**config.mk**
```make
export PLATFORM = sky130hd
export DESIGN_NAME = i2s_rx_array
export DESIGN_NICKNAME = d
export VERILOG_FILES = /design/src/rtl/i2s_rx_array.sv
export SDC_FILE = /design/constraint.sdc
export NUM_CORES = 1
export LEC_CHECK = 0
export CORE_UTILIZATION = 50
export CTS_BUF_LIST = sky130_fd_sc_hd__clkbuf_4
export CTS_CLUSTER_DIAMETER = 50
export DETAILED_ROUTE_END_ITERATION = 8
export HOLD_SLACK_MARGIN = 0.03
export PLACE_DENSITY = 0.82
export SLEW_MARGIN = 10
export SYNTH_ARGS = -nofsm -noshare
export SYNTH_HDL_FRONTEND = slang
export SYNTH_SLANG_ARGS = --single-unit
```
**constraint.sdc**
```tcl
create_clock -name clk -period 3.37 [get_ports clk]
set_input_delay 0.337 -clock clk [delete_from_list [all_inputs] [get_ports clk]]
set_output_delay 0.337 -clock clk [all_outputs]
set_load 0.02 [all_outputs]
```
**src/rtl/i2s_rx_array.sv**
```systemverilog
// rtl/i2s_rx_array.sv - multi-lane I2S receiver sharing one clk/ws.
// Optional frame_err pulse on short slots is enabled by I2S_RX_FRAME_ERR_EN.
module i2s_rx_array #(
  parameter int N_LANES     = 4,
  parameter int SAMPLE_BITS = 8
) (
  input  logic                           clk,
  input  logic                           reset,
  input  logic                           ws,
  input  logic [N_LANES-1:0]             sd,
  output logic [N_LANES*SAMPLE_BITS-1:0] left_data,
  output logic [N_LANES*SAMPLE_BITS-1:0] right_data,
  output logic                           valid,
  output logic                           frame_err
);

  localparam int CW = $clog2(SAMPLE_BITS + 1);
  localparam int DW = N_LANES * SAMPLE_BITS;

  localparam logic [1:0] IDLE  = 2'd0;
  localparam logic [1:0] SYNC  = 2'd1;
  localparam logic [1:0] SHIFT = 2'd2;
  localparam logic [1:0] SKIP  = 2'd3;

  logic [1:0]    state;
  logic          prev_ws;
  logic          chan;
  logic          left_ok;
  logic          emit_pend;
  logic [CW-1:0] count;
  logic [DW-1:0] shift_q;
  logic [DW-1:0] shift_d;
  logic [DW-1:0] left_hold;
  logic          edge_det;
  logic          last_bit;
  logic          slot_done;
  logic          short_slot;

  always_comb begin
    shift_d = '0;
    for (int i = 0; i < N_LANES; i++) begin
      shift_d[i*SAMPLE_BITS +: SAMPLE_BITS] = {shift_q[i*SAMPLE_BITS +: SAMPLE_BITS-1], sd[i]};
    end
    edge_det   = (ws != prev_ws);
    last_bit   = (count == CW'(SAMPLE_BITS - 1));
    slot_done  = (state == SHIFT) && last_bit;
    // The edge cycle's bit still counts, so a slot ending exactly on the edge is complete.
    short_slot = (state == SHIFT) && edge_det && !last_bit;
  end

  always_ff @(posedge clk) begin
    if (reset) begin
      state      <= IDLE;
      prev_ws    <= 1'b0;
      chan       <= 1'b0;
      left_ok    <= 1'b0;
      emit_pend  <= 1'b0;
      count      <= '0;
      shift_q    <= '0;
      left_hold  <= '0;
      left_data  <= '0;
      right_data <= '0;
      valid      <= 1'b0;
    end else begin
      prev_ws   <= ws;
      valid     <= 1'b0;
      emit_pend <= 1'b0;
      // Right word sits in shift_q for exactly one cycle after completion.
      if (emit_pend) begin
        left_data  <= left_hold;
        right_data <= shift_q;
        valid      <= 1'b1;
      end
      case (state)
        IDLE: state <= SYNC;
        SYNC: begin
          if (edge_det) begin
            state <= SHIFT;
            chan  <= ws;
            count <= '0;
          end
        end
        SHIFT: begin
          shift_q <= shift_d;
          count   <= count + CW'(1);
          if (slot_done) begin
            state <= SKIP;
            if (!chan) begin
              left_hold <= shift_d;
              left_ok   <= 1'b1;
            end else if (left_ok) begin
              emit_pend <= 1'b1;
              left_ok   <= 1'b0;
            end
          end else if (short_slot && !chan) begin
            left_ok <= 1'b0;
          end
          if (edge_det) begin
            state <= SHIFT;
            chan  <= ws;
            count <= '0;
          end
        end
        SKIP: begin
          if (edge_det) begin
            state <= SHIFT;
            chan  <= ws;
            count <= '0;
          end
        end
        default: state <= IDLE;
      endcase
    end
  end

`ifdef I2S_RX_FRAME_ERR_EN
  always_ff @(posedge clk) begin
    if (reset) begin
      frame_err <= 1'b0;
    end else begin
      frame_err <= short_slot;
    end
  end
`else
  assign frame_err = 1'b0;
`endif

endmodule

```
==> reports/qor_table.md <==
| Parameter | This run |
|---|---|
| Number of synthesis warnings | 0 |
| H-tree Lvls | 4 |
| Fraction of the mapped netlist area in adder cells | 0.244% |
| Final Hold Vio Count | 0 |
| Count of distinct cell types in the synthesized netlist | 34 |
| Worst setup EP type | flop |
| Placeable core region | 9860 µm² |
| Mean post-synth cell area | 9.28 µm² |
| Clock tree from TritonCTS | built |
| Type of element launching the critical path | flop |
| CP Class | flop to flop |
| Area leader, netlist | dfxtp_1 |
| Antenna diodes | 0 |
| Worst relative slew slack | 26.9% |
| Cell Area, Placed | 5770 µm² |
| Global-route wire length before repair | 17.5 mm |
| Area of all sequential standard cells | 2790 µm² |
| Synth Net Count | 561 |
| Status | complete, no violations |
| Sequence of cells on the critical path | nor3b_4 -> buf_4 -> nand3_1 -> a21oi_1 |
| Global placer's final weighted congestion | 0.816 |
| Share of cells above drive strength 1 | 7.18% |
| Via count of the first global-routing pass | 3747 |
| Routed Antenna Nets | 0 |
| Cts hold-fix bufs | 0 |
| Largest net degree at the start of global routing | 104 |
| First-pass iteration count of the detailed router | 5 |
| Number of filler cells placed in the layout | 847 |
| Boundary Pins | 73 |
| Number of setup violations in the final report | 0 |
| Dominant combinational cell family by area after synthesis | simple AND/OR/NAND/NOR gates |
| Vias | 4016 |
| Unrepaired setup endpoints after global routing | false |
| Count of cells along the worst hold path | 3 |
| Top-area cell type share of the netlist area | 54.2% |
| Area added between synthesis and finish | 17.4% |
| Pins over their slew limit | 0 |
| Time the worst path needs with I/O delays and setup | 1.89 ns |
| Number of clock buffers inserted by TritonCTS | 17 |
| Highest net fanout along the worst path | 19 |
| Most used flip-flop cell after synthesis | dfxtp_1 |
| Count of flip-flops with a built-in enable after synthesis | 0 |
| Post-detailed-routing wire length | 10.6 mm |
| Measured slew at the worst slew-check pin | 1.10 ns |
| Initial core utilization | 52.0% |
| Remaining Overflow, GRT | 0 |
| HPWL reported at the end of detailed placement | 6.51 mm |
| Path class of the lowest-slack min-delay path | input pin to flop |
| Critical path data required time | 3.81 ns |
| Post-detailed-route via-to-cell ratio | 5.38 |
| Maximum buffer depth of the clock tree | 2 |
| Die Span X | 103 µm |
| Design area | 6030 µm² |
| Worst r2r dst | left_hold[19] |
| Setup TNS | 0 ns |
| DRC Markers | 0 |
| Seq/Total Area, Yosys | 54.2% |
| Synthesis-stage register bit count | 139 |
| Clock slew seen by the registers of the worst setup and hold paths | 0.11 ns |
| Worst-path cell with the longest stage delay | nor3b_4 |
| Clock sink count | 139 |
| Reg-to-Reg Start | state[1] |
| Cell area after synthesis | 5130 µm² |
| # port buffers | 71 |
| CTS-repair resized insts | 0 |
| Max-capacitance violation count | 0 |
| Maximum vdd ir drop | 287 µV |
| Clock root buffer | clkbuf_4 |
| Start point of the critical path | state[1] |
| Min-Delay Startpoint | sd[0] |
| Power per standard cell area | 457 nW/µm² |
| Mux cell area share after synthesis | 12.5% |
| Insertion delay of the later-clocked pin in the worst-skew pair | 0.53 ns |
| Area of the die | 10700 µm² |
| Worst EP arrival | 2.34 ns |
| Routed length per instance | 14.1 µm |
| Global router's overall resource usage | 21.3% |
| R2r setup slk | 1.48 ns |
| Largest stage delay on the critical path | 0.66 ns |
| Period utilisation layout | 56.1% |
| Timing-limited maximum frequency | 528 MHz |
| Setup skew after layout | 0.0143 ns |
| Proportion of synthesized flip-flops having asynchronous set or reset | 0% |
| Number of buffers added for setup after CTS | 0 |
| 1st-iter DRT viols | 294 |
| Simple-gate share of the synthesized area | 15.8% |
| Biggest area contributors in the synthesized netlist | dfxtp_1, mux2i_1, a21oi_1, nand2_1, nor2_1 |
| Standard-cell rows | 36 |
| Synth Area in Compound Gates | 11.2% |
| DIE HEIGHT | 103 µm |
| End point of the critical path | left_hold[19] |
| XOR/XNOR Fraction of Synth Area | 0.487% |
| Final #Nets | 608 |
| Worst Hold Slack | 0.414 ns |
| Number of antenna violations at the first check in global routing | 0 |
| Count of cells along the worst register-to-register path | 4 |
| Count of mapped cells out of synthesis | 553 |
| Standby leakage power | 1.92 nW |
| Area of the multi-input gates | 2070 µm² |
## layout make-up
cell class                      count  share of cell area, %
Clock buffer                       18                   2.24
Clock inverter                     14                   2.01
Inverter                            2                  0.125
Multi-Input combinational cell    365                   34.4
Sequential cell                   139                   46.2
Tap cell                          133                   2.76
Timing Repair Buffer               75                   12.2
## through the flow
stage | power (mW) | instances | utilization [%] | setup WS (ns)
2_1_floorplan | 1.80 | 553 | - | 2.09
3_3_place_gp | 1.81 | 714 | 58.5 | 1.38
3_5_place_dp | 1.81 | 714 | 58.5 | 1.27
4_1_cts | 2.78 | 746 | 61.1 | 1.24
5_1_grt | 2.87 | 746 | 61.1 | 1.28
6_report | 2.76 | 746 | 61.1 | 1.48
## sequential cells by signal, indices dropped and copies added (netlist names), 2 cells and up
name        cells
left_data      32
left_hold      32
right_data     32
shift_q        32
count           4
state           2
## kinds of logic (layout without fill, tap and decap cells)
group / Yosys count / after routing
AND/OR/NAND/NOR: 185 / 185
flip-flops: 139 / 139
AO/OA/AOI/OAI: 112 / 112
multiplexers: 64 / 64
buffers and inverters: 49 / 109
XOR/XNOR: 2 / 2
adder cells (fa/ha/maj): 1 / 1
other: 1 / 1
## cells in the mapped netlist (2+ instances only)
| master | count |
|---|---|
| nand3_1 | 33 |
| buf_1 | 6 |
| o21ai_1 | 35 |
| buf_4 | 5 |
| nand2b_1 | 4 |
| mux2i_1 | 64 |
| o21ai_0 | 2 |
| buf_6 | 8 |
| buf_2 | 17 |
| clkbuf_1 | 11 |
| nand4b_1 | 2 |
| inv_1 | 2 |
| nand2_1 | 68 |
| a21oi_1 | 70 |
| nor2b_1 | 3 |
| nor2_1 | 67 |
| dfxtp_1 | 139 |
## cell usage in the layout, fill, tap and decap left out, types with 2 or more instances in the layout
cell             instances
clkdlybuf4s50_1         70
clkinv_2                 3
nor2_1                  67
buf_4                    5
clkinv_4                 2
dfxtp_1                138
mux2i_1                 64
nand2b_1                 3
o21ai_0                  2
nor2b_1                  2
clkbuf_4                18
a21oi_1                 70
inv_6                    3
inv_1                    2
nand2_1                 68
clkinvlp_4               3
nand3_1                 33
o21ai_1                 35
nand4b_1                 2
## power by group
| group | internal (mW) | leakage [nW] | switching (mW) |
|---|---|---|---|
| logic | 0.0273 | 0.657 | 0.0818 |
| clock network | 0.376 | 0.137 | 0.607 |
| registers | 1.65 | 1.12 | 0.0161 |
## how the worst min path moves through the flow
stage / to / slack [ns]
2_1_floorplan: emit_pend / 0.43
3_3_place_gp: emit_pend / 0.43
3_5_place_dp: emit_pend / 0.44
4_1_cts: shift_q[24] / 0.38
5_1_grt: shift_q[24] / 0.38
6_report: shift_q[0] / 0.41
## worst max-delay path, delay by kind of cell (launching register included)
family	cells	cell delay, ns
flops	1	0.53
buf+inv	1	0.37
simple gates	2	0.76
compound gates	1	0.15
## routing by layer
| layer | part of all wire, % | track usage [%] |
|---|---|---|
| met1 | 45 | 26.7 |
| met3 | 5.9 | 6.85 |
| met4 | 1.0 | 7.37 |
| met5 | 0 | 0 |
| met2 | 48 | 34.8 |
(Power assumes the default switching activity.)
